==> config.mk <==
export PLATFORM = sky130hd
export DESIGN_NAME = mips_cpu_regfile
export DESIGN_NICKNAME = d
export VERILOG_FILES = /design/src/rtl/mips_cpu_pkg.sv /design/src/rtl/mips_cpu_regfile_read_port.sv /design/src/rtl/mips_cpu_regfile.sv
export SDC_FILE = /design/constraint.sdc
export NUM_CORES = 2
export LEC_CHECK = 0
export CAP_MARGIN = 10
export CORE_MARGIN = 2
export CORE_UTILIZATION = 60
export DETAILED_ROUTE_END_ITERATION = 7
export PLACE_DENSITY = 0.78
export REMOVE_ABC_BUFFERS = 1
export SLEW_MARGIN = 20
export SYNTH_ARGS = -nofsm -noshare
export SYNTH_HDL_FRONTEND = slang
export SYNTH_SLANG_ARGS = --single-unit
==> constraint.sdc <==
create_clock -name clk -period 3 [get_ports clk]
set_input_delay 0.3 -clock clk [delete_from_list [all_inputs] [get_ports clk]]
set_output_delay 0.3 -clock clk [all_outputs]
set_load 0.01 [all_outputs]
==> src/rtl/mips_cpu_pkg.sv <==
// Shared constants for the MIPS CPU datapath: default widths and named register indices.
package mips_cpu_pkg;

  localparam int DATA_WIDTH_DEF = 32;
  localparam int ADDR_WIDTH_DEF = 5;

  // Architectural register indices referenced by name in the datapath
  localparam int REG_ZERO = 0;
  localparam int REG_V0   = 2;
  localparam int REG_RA   = 31;

endpackage

==> src/rtl/mips_cpu_regfile_read_port.sv <==
// One combinational read port: $0 forces zero, optional same-cycle write forwarding,
// otherwise the stored array word.
module mips_cpu_regfile_read_port
  import mips_cpu_pkg::*;
#(
  parameter int DATA_WIDTH   = mips_cpu_pkg::DATA_WIDTH_DEF,
  parameter int ADDR_WIDTH   = mips_cpu_pkg::ADDR_WIDTH_DEF,
  parameter bit WRITE_BYPASS = 1'b1
) (
  input  logic [ADDR_WIDTH-1:0] read_index,
  input  logic [DATA_WIDTH-1:0] array_word,
  input  logic                  write_enable,
  input  logic [ADDR_WIDTH-1:0] write_index,
  input  logic [DATA_WIDTH-1:0] write_data,
  input  logic                  reset,
  output logic [DATA_WIDTH-1:0] read_data
);

  logic is_zero;
  logic bypass_hit;

  assign is_zero = (read_index == ADDR_WIDTH'(REG_ZERO));

  // Forward only a write that will actually commit at the next edge; reset drops it.
  // Index-0 writes never match here because is_zero takes precedence below.
  assign bypass_hit = WRITE_BYPASS && write_enable && !reset &&
                      (write_index == read_index);

  // Zero-select has priority over bypass, bypass over the array word
  always_comb begin
    read_data = array_word;
    if (is_zero)         read_data = '0;
    else if (bypass_hit) read_data = write_data;
  end

endmodule

==> src/rtl/mips_cpu_regfile.sv <==
// 32x32 general-purpose register file feeding the shifter/ALU: two combinational
// read ports (rs -> op1, rt -> op2), one synchronous write port, $0 hardwired to zero,
// and a debug tap on $v0.
module mips_cpu_regfile
  import mips_cpu_pkg::*;
#(
  parameter int DATA_WIDTH   = mips_cpu_pkg::DATA_WIDTH_DEF,
  parameter int ADDR_WIDTH   = mips_cpu_pkg::ADDR_WIDTH_DEF,
  parameter bit WRITE_BYPASS = 1'b1
) (
  input  logic                  clk,
  input  logic                  reset,
  input  logic [ADDR_WIDTH-1:0] read_index_a,
  output logic [DATA_WIDTH-1:0] read_data_a,
  input  logic [ADDR_WIDTH-1:0] read_index_b,
  output logic [DATA_WIDTH-1:0] read_data_b,
  input  logic                  write_enable,
  input  logic [ADDR_WIDTH-1:0] write_index,
  input  logic [DATA_WIDTH-1:0] write_data,
  output logic [DATA_WIDTH-1:0] register_v0
);

  localparam int DEPTH     = 1 << ADDR_WIDTH;
  localparam int NUM_PORTS = 2;

  logic [DEPTH-1:0][DATA_WIDTH-1:0]     regs;
  logic [NUM_PORTS-1:0][ADDR_WIDTH-1:0] rd_idx;
  logic [NUM_PORTS-1:0][DATA_WIDTH-1:0] rd_word;
  logic [NUM_PORTS-1:0][DATA_WIDTH-1:0] rd_data;

  // Storage: reset clears everything and wins over a same-cycle write; $0 is never written
  always_ff @(posedge clk) begin
    if (reset) begin
      regs <= '0;
    end else if (write_enable && (write_index != ADDR_WIDTH'(REG_ZERO))) begin
      regs[write_index] <= write_data;
    end
  end

  // Port 0 is rs (op1 / shift amount), port 1 is rt (op2 / value shifted)
  assign rd_idx[0] = read_index_a;
  assign rd_idx[1] = read_index_b;

  for (genvar p = 0; p < NUM_PORTS; p++) begin : g_rd
    assign rd_word[p] = regs[rd_idx[p]];

    mips_cpu_regfile_read_port #(
      .DATA_WIDTH  (DATA_WIDTH),
      .ADDR_WIDTH  (ADDR_WIDTH),
      .WRITE_BYPASS(WRITE_BYPASS)
    ) u_port (
      .read_index  (rd_idx[p]),
      .array_word  (rd_word[p]),
      .write_enable(write_enable),
      .write_index (write_index),
      .write_data  (write_data),
      .reset       (reset),
      .read_data   (rd_data[p])
    );
  end

  assign read_data_a = rd_data[0];
  assign read_data_b = rd_data[1];

  // Debug tap shows the stored $v0 only, so a write appears one cycle after its edge
  assign register_v0 = regs[REG_V0];

endmodule

* After elaboration in Yosys (flattened, before gate mapping) *
Index checks and enable logic that the tools add are counted.

operators by class
  reductions and logical operators = 9
  add/sub/neg operators = 0
  div/mod/pow operators = 0
  multipliers = 0
  eq/ne operators = 2
  magnitude comparators = 4
  shifts and indexed selects = 0
  muxes and demuxes = 11
  bitwise gates (word level) = 0

operators with widths
  operator            count
  $bwmux 1024         1
  $bmux 32 s5         2
  $mux 32             7
  $demux 32 s5        1
  $lt 5x6->1 const B  3
  $eq 5x5->1          2
  $logic_not 5->1     2
  $ge 5x1->1 const B  1
  $logic_and 1x1->1   5
  $reduce_bool 5->1   1
  $logic_not 1->1     1

word-level totals
  input bits = 50
  memory bits (read-only) = 0
  bits in registers = 1024
  bits in latches = 0
  bits in writable memories = 0
  memories = 0

* Depth between registers and ports, before layout *
  depth in word-level cells = 5
  gate-level depth with buffers = 10
  depth with buffers taken out = 5

* Hierarchy *
From an unflattened synthesis, not the netlist that was laid out.

unflattened totals
  cells, all modules = 7112
  area, all modules = 54398.4 um^2

by module, submodules not included
  module                      times used  cells an instance  area an instance (um^2)
  mips_cpu_regfile            1           6874               53012.1
  mips_cpu_regfile_read_port  2           119                693.2

* Worst setup path after synthesis *
Ideal clock, no wire load.

  path type = input-to-output
  start = input port read_index_a[0]
  end = output port read_data_a[3]
  data arrival time = 1956 ps
  buffers on the path = 3
  stages on the path = 8
  slack = 744 ps
  required time = 2700 ps
  cells stage by stage = buf_6 > buf_6 > buf_2 > mux4_2 > a22oi_1 > nand2_1 > a32oi_1 > o21ai_0

on the way
  cells in the longest elaborated chain, start to end = 4
  elaborated cells between the ends (all ways) = 7
  those cells by class = eq/ne: 1; mux: 4; reduce/logical: 2

ends and longest elaborated chain
  element                                                             RTL line                                                  RTL
  from (decl)                                                         mips_cpu_regfile.sv:13                                    input logic [ADDR_WIDTH-1:0] read_index_a,
  $bmux 32 s5 or $eq 5x5->1 (tied branches)                           mips_cpu_regfile.sv:45, mips_cpu_regfile_read_port.sv:27
  $mux 32 (implied by the code) or $logic_and 1x1->1 (tied branches)  mips_cpu_regfile.sv:45, mips_cpu_regfile_read_port.sv:26
  $mux 32                                                             mips_cpu_regfile_read_port.sv:33                          else if (bypass_hit) read_data = write_data;
  $mux 32 *                                                           mips_cpu_regfile_read_port.sv:32                          if (is_zero) read_data = '0;
  to (decl)                                                           mips_cpu_regfile.sv:14                                    output logic [DATA_WIDTH-1:0] read_data_a,

Mark *: on every way between the ends. The rest lies on a longest branch, timed or not. The select of a mux whose other input is x is not followed.

* Final worst setup path *
  start = input port read_index_a[0]
  end = output port read_data_a[18]

The elaborated chain is that of the path after synthesis.

==> impl_metrics.yaml <==
outcome:
  status: "finished, violations left"
  violations: "design-rule violations, negative setup slack"
setup_path:
  cp-start-kind: "primary input"
  max_stage_delay_ps: 510
  crit_chain: "buf_16 > buf_12 > buf_12 > buf_4 > mux4_2 > o22ai_1 > o22a_1 > a21oi_1 > clkdlybuf4s50_1"
  r2r-end: "regs[618]"
  reg2reg_depth: 2
  critPathMaxFanout: 17
  r2r_slack_ps: 2080
  cp_common_cell: "buf_12"
  reg2reg_from: "regs[618]"
  cp_data_arrival_time_ps: 2750
  cp_slowest_cell: "mux4_2"
  required_ps: 2700
  end_kind: "primary output"
  crit_type: "in2out"
detailed_routing:
  drt_iter0_markers: 9848
  drt-pass1-iter-count: 8
  drcViolationCount: 2
  vias_per_cell: 7.13
  dr_total_vias: 53900
  routed_wl_mm: 220
  ant_nets: 0
  wl_per_cell_um: 29.1
clock_network:
  ctsLongestPathBuffers: 3
  clock-sinks: 1024
  postCtsHoldBufs: 0
  h-tree-depth: 3
  path_clk_slew_ps: 70
  cts_tree: "done"
  cts_inserted_buffers: 102
  clk_latency_ps: 700
  clockRootBuffer: "clkbuf_16"
final_layout:
  area_growth_pct: 19.2
  final_cells: 7565
  drive_gt1_share_pct: 21.7
  layout_commonest_cell: "nand2_1"
  final_cell_mix: "nand2_1 (2032), a21oi_1 (1047), dfxtp_1 (1015)"
  postLayoutCoreUtil_pct: 71.9
  finalNetCount: 6365
timing:
  period_minus_slack_ps: 3050
  timing.final.hold_violations: 0
  fmax_mhz: 328
  setup_violations: 10
  drv_slew: 0
  finClkSkew_ps: 0
  setup_slack_ps: -52.6
  tightest_slew_ps: 1240
  fin_crit_sh_pct: 102
  rsz0062_at_grt: "true"
  slew_headroom_pct: 17.5
synth:
  syn_inst: 6167
  ys_async_sr_fraction_pct: 0
  synth_edf_count: 0
  ys_ff_latch: 1024
  syn_area_sq_um: 53000
  avgSynthCellArea_sq_um: 8.60
  yosysWarningCount: 0
  synth_cell_types: 61
  synthFlopType: "dfxtp_1"
  ys_seq_area_share_pct: 38.7
grt:
  overflow: 0
  grt_max_degree: 212
  grt_pass1_wl_mm: 317
  first_global_vias: 51400
  grt_antenna_before_repair: 10
  grt_use_total_pct: 46.8
place:
  gp_congestion: 0.989
  dpl.cell_count: 7362
  preCtsSetupSlack_ps: -724
  dp_hpwl_mm: 134
  port_buffers: 145
power:
  vdd_drop_max_uv: 516
  p_total_mw: 31.6
  power_density_nw_per_um2: 500
  power.leakage_nw: 21.9
floorplanning:
  core_sq_um: 88000
  die_w_um: 301
  start_util_pct: 60.3
  rows: 109
  dieHeight_um: 301
  ios: 146
  dieArea_sq_um: 90800
worst_hold_path:
  hold_class: "in2reg"
  min_from: "reset"
  holdPathEnd: "regs[423]"
  whs_path_depth: 3
flow_run:
  max_cap_violations: 0
-- how the worst max path moves through the flow --
stage / from / to / slack (ps)
3_5_place_dp: read_index_b[0] / read_data_b[10] / -720
6_report: read_index_a[0] / read_data_a[18] / -50
4_1_cts: regs[994] / read_data_a[2] / 2
5_1_grt: regs[739] / read_data_b[3] / -90
2_1_floorplan: read_index_b[2] / read_data_b[1] / 700
3_3_place_gp: read_index_b[0] / read_data_b[10] / -1000
-- cells in the mapped netlist (all sizes together), types with 41 or more instances --
cell type | count | area share [%]
mux2i | 278 | 5.2
nor2b | 63 | 0.74
o21ai | 66 | 0.62
a21oi | 1066 | 10
buf | 209 | 2.9
a221oi | 78 | 1.3
o22ai | 61 | 0.72
a22oi | 45 | 0.64
nor2 | 82 | 0.60
a211oi | 41 | 0.58
dfxtp | 1024 | 39
nand2 | 2041 | 14
clkbuf | 474 | 3.4
mux4 | 383 | 16
-- per-layer routing --
metal / vias up / GRT usage [%] / routed length, um / share of wire [%]
li1: 21800 / - / - / -
met3: 1587 / 20.6 / 40500 / 18
met2: 5304 / 65.1 / 89000 / 40
met1: 25200 / 56.9 / 70500 / 32
met4: 22 / 34.9 / 19600 / 8.9
met5: - / 1.43 / 312 / 0.14
-- registers in the layout (all words and copies together), names as in the netlist --
| signal | count |
|---|---|
| register_v0 | 32 |
| regs | 992 |
-- where the power goes --
group | internal (mW) | leakage [nW] | total (mW) | switching, mW
clock | 8.25 | 1.79 | 14.0 | 5.80
sequential | 13.7 | 8.26 | 13.8 | 0.0792
combinational | 1.43 | 11.8 | 3.77 | 2.34
total | 23.4 | 21.9 | 31.6 | 8.22
-- worst max-delay path, delay by kind of cell --
family	cells	cell delay, ps
AOI/OAI and AO/OA	3	680
buffers and inverters	5	1200
muxes	1	510
-- per-stage QoR --
step | hold WS, ps | instance area (sq um) | TNS, ps
2_1_floorplan | 369 | 49700 | 0
3_3_place_gp | 448 | 58300 | -15480
3_5_place_dp | 457 | 58300 | -16140
4_1_cts | 228 | 62700 | 0
5_1_grt | 255 | 63200 | -225
6_report | 201 | 63200 | -237
-- cell type report --
class	count	area, sq um
multi-input cells	4455	30400
fillers	6075	24800
flip-flops and latches	1024	20500
repair buffers	727	7190
clock buffers	141	2950
well taps	1165	1460
clock inverters	47	679
inverters	5	18.8
diodes	1	2.50
-- repair_timing --
item / 4_1_cts / 5_1_grt
hold endpoints to repair: 0 / 0
endpoints found under the setup margin: 64 / 43
cloned: 2 / 2
pin swaps: 42 / 28
setup buffers: 4 / 7
gates resized for setup: 221 / 103
-- cells by family (layout without fill, tap and decap cells) --
group	Yosys count	after routing	share of synthesized area, %
xor gates and xnor gates	10	10	0.165
and+or+nand+nor	2295	2295	17.1
other	0	1	0
muxes	687	687	22.1
AOI/OAI and AO/OA	1463	1463	15.7
buffers and inverters	688	920	6.34
DFF	1024	1024	38.7
No activity file was read; power rests on OpenSTA's default activity.
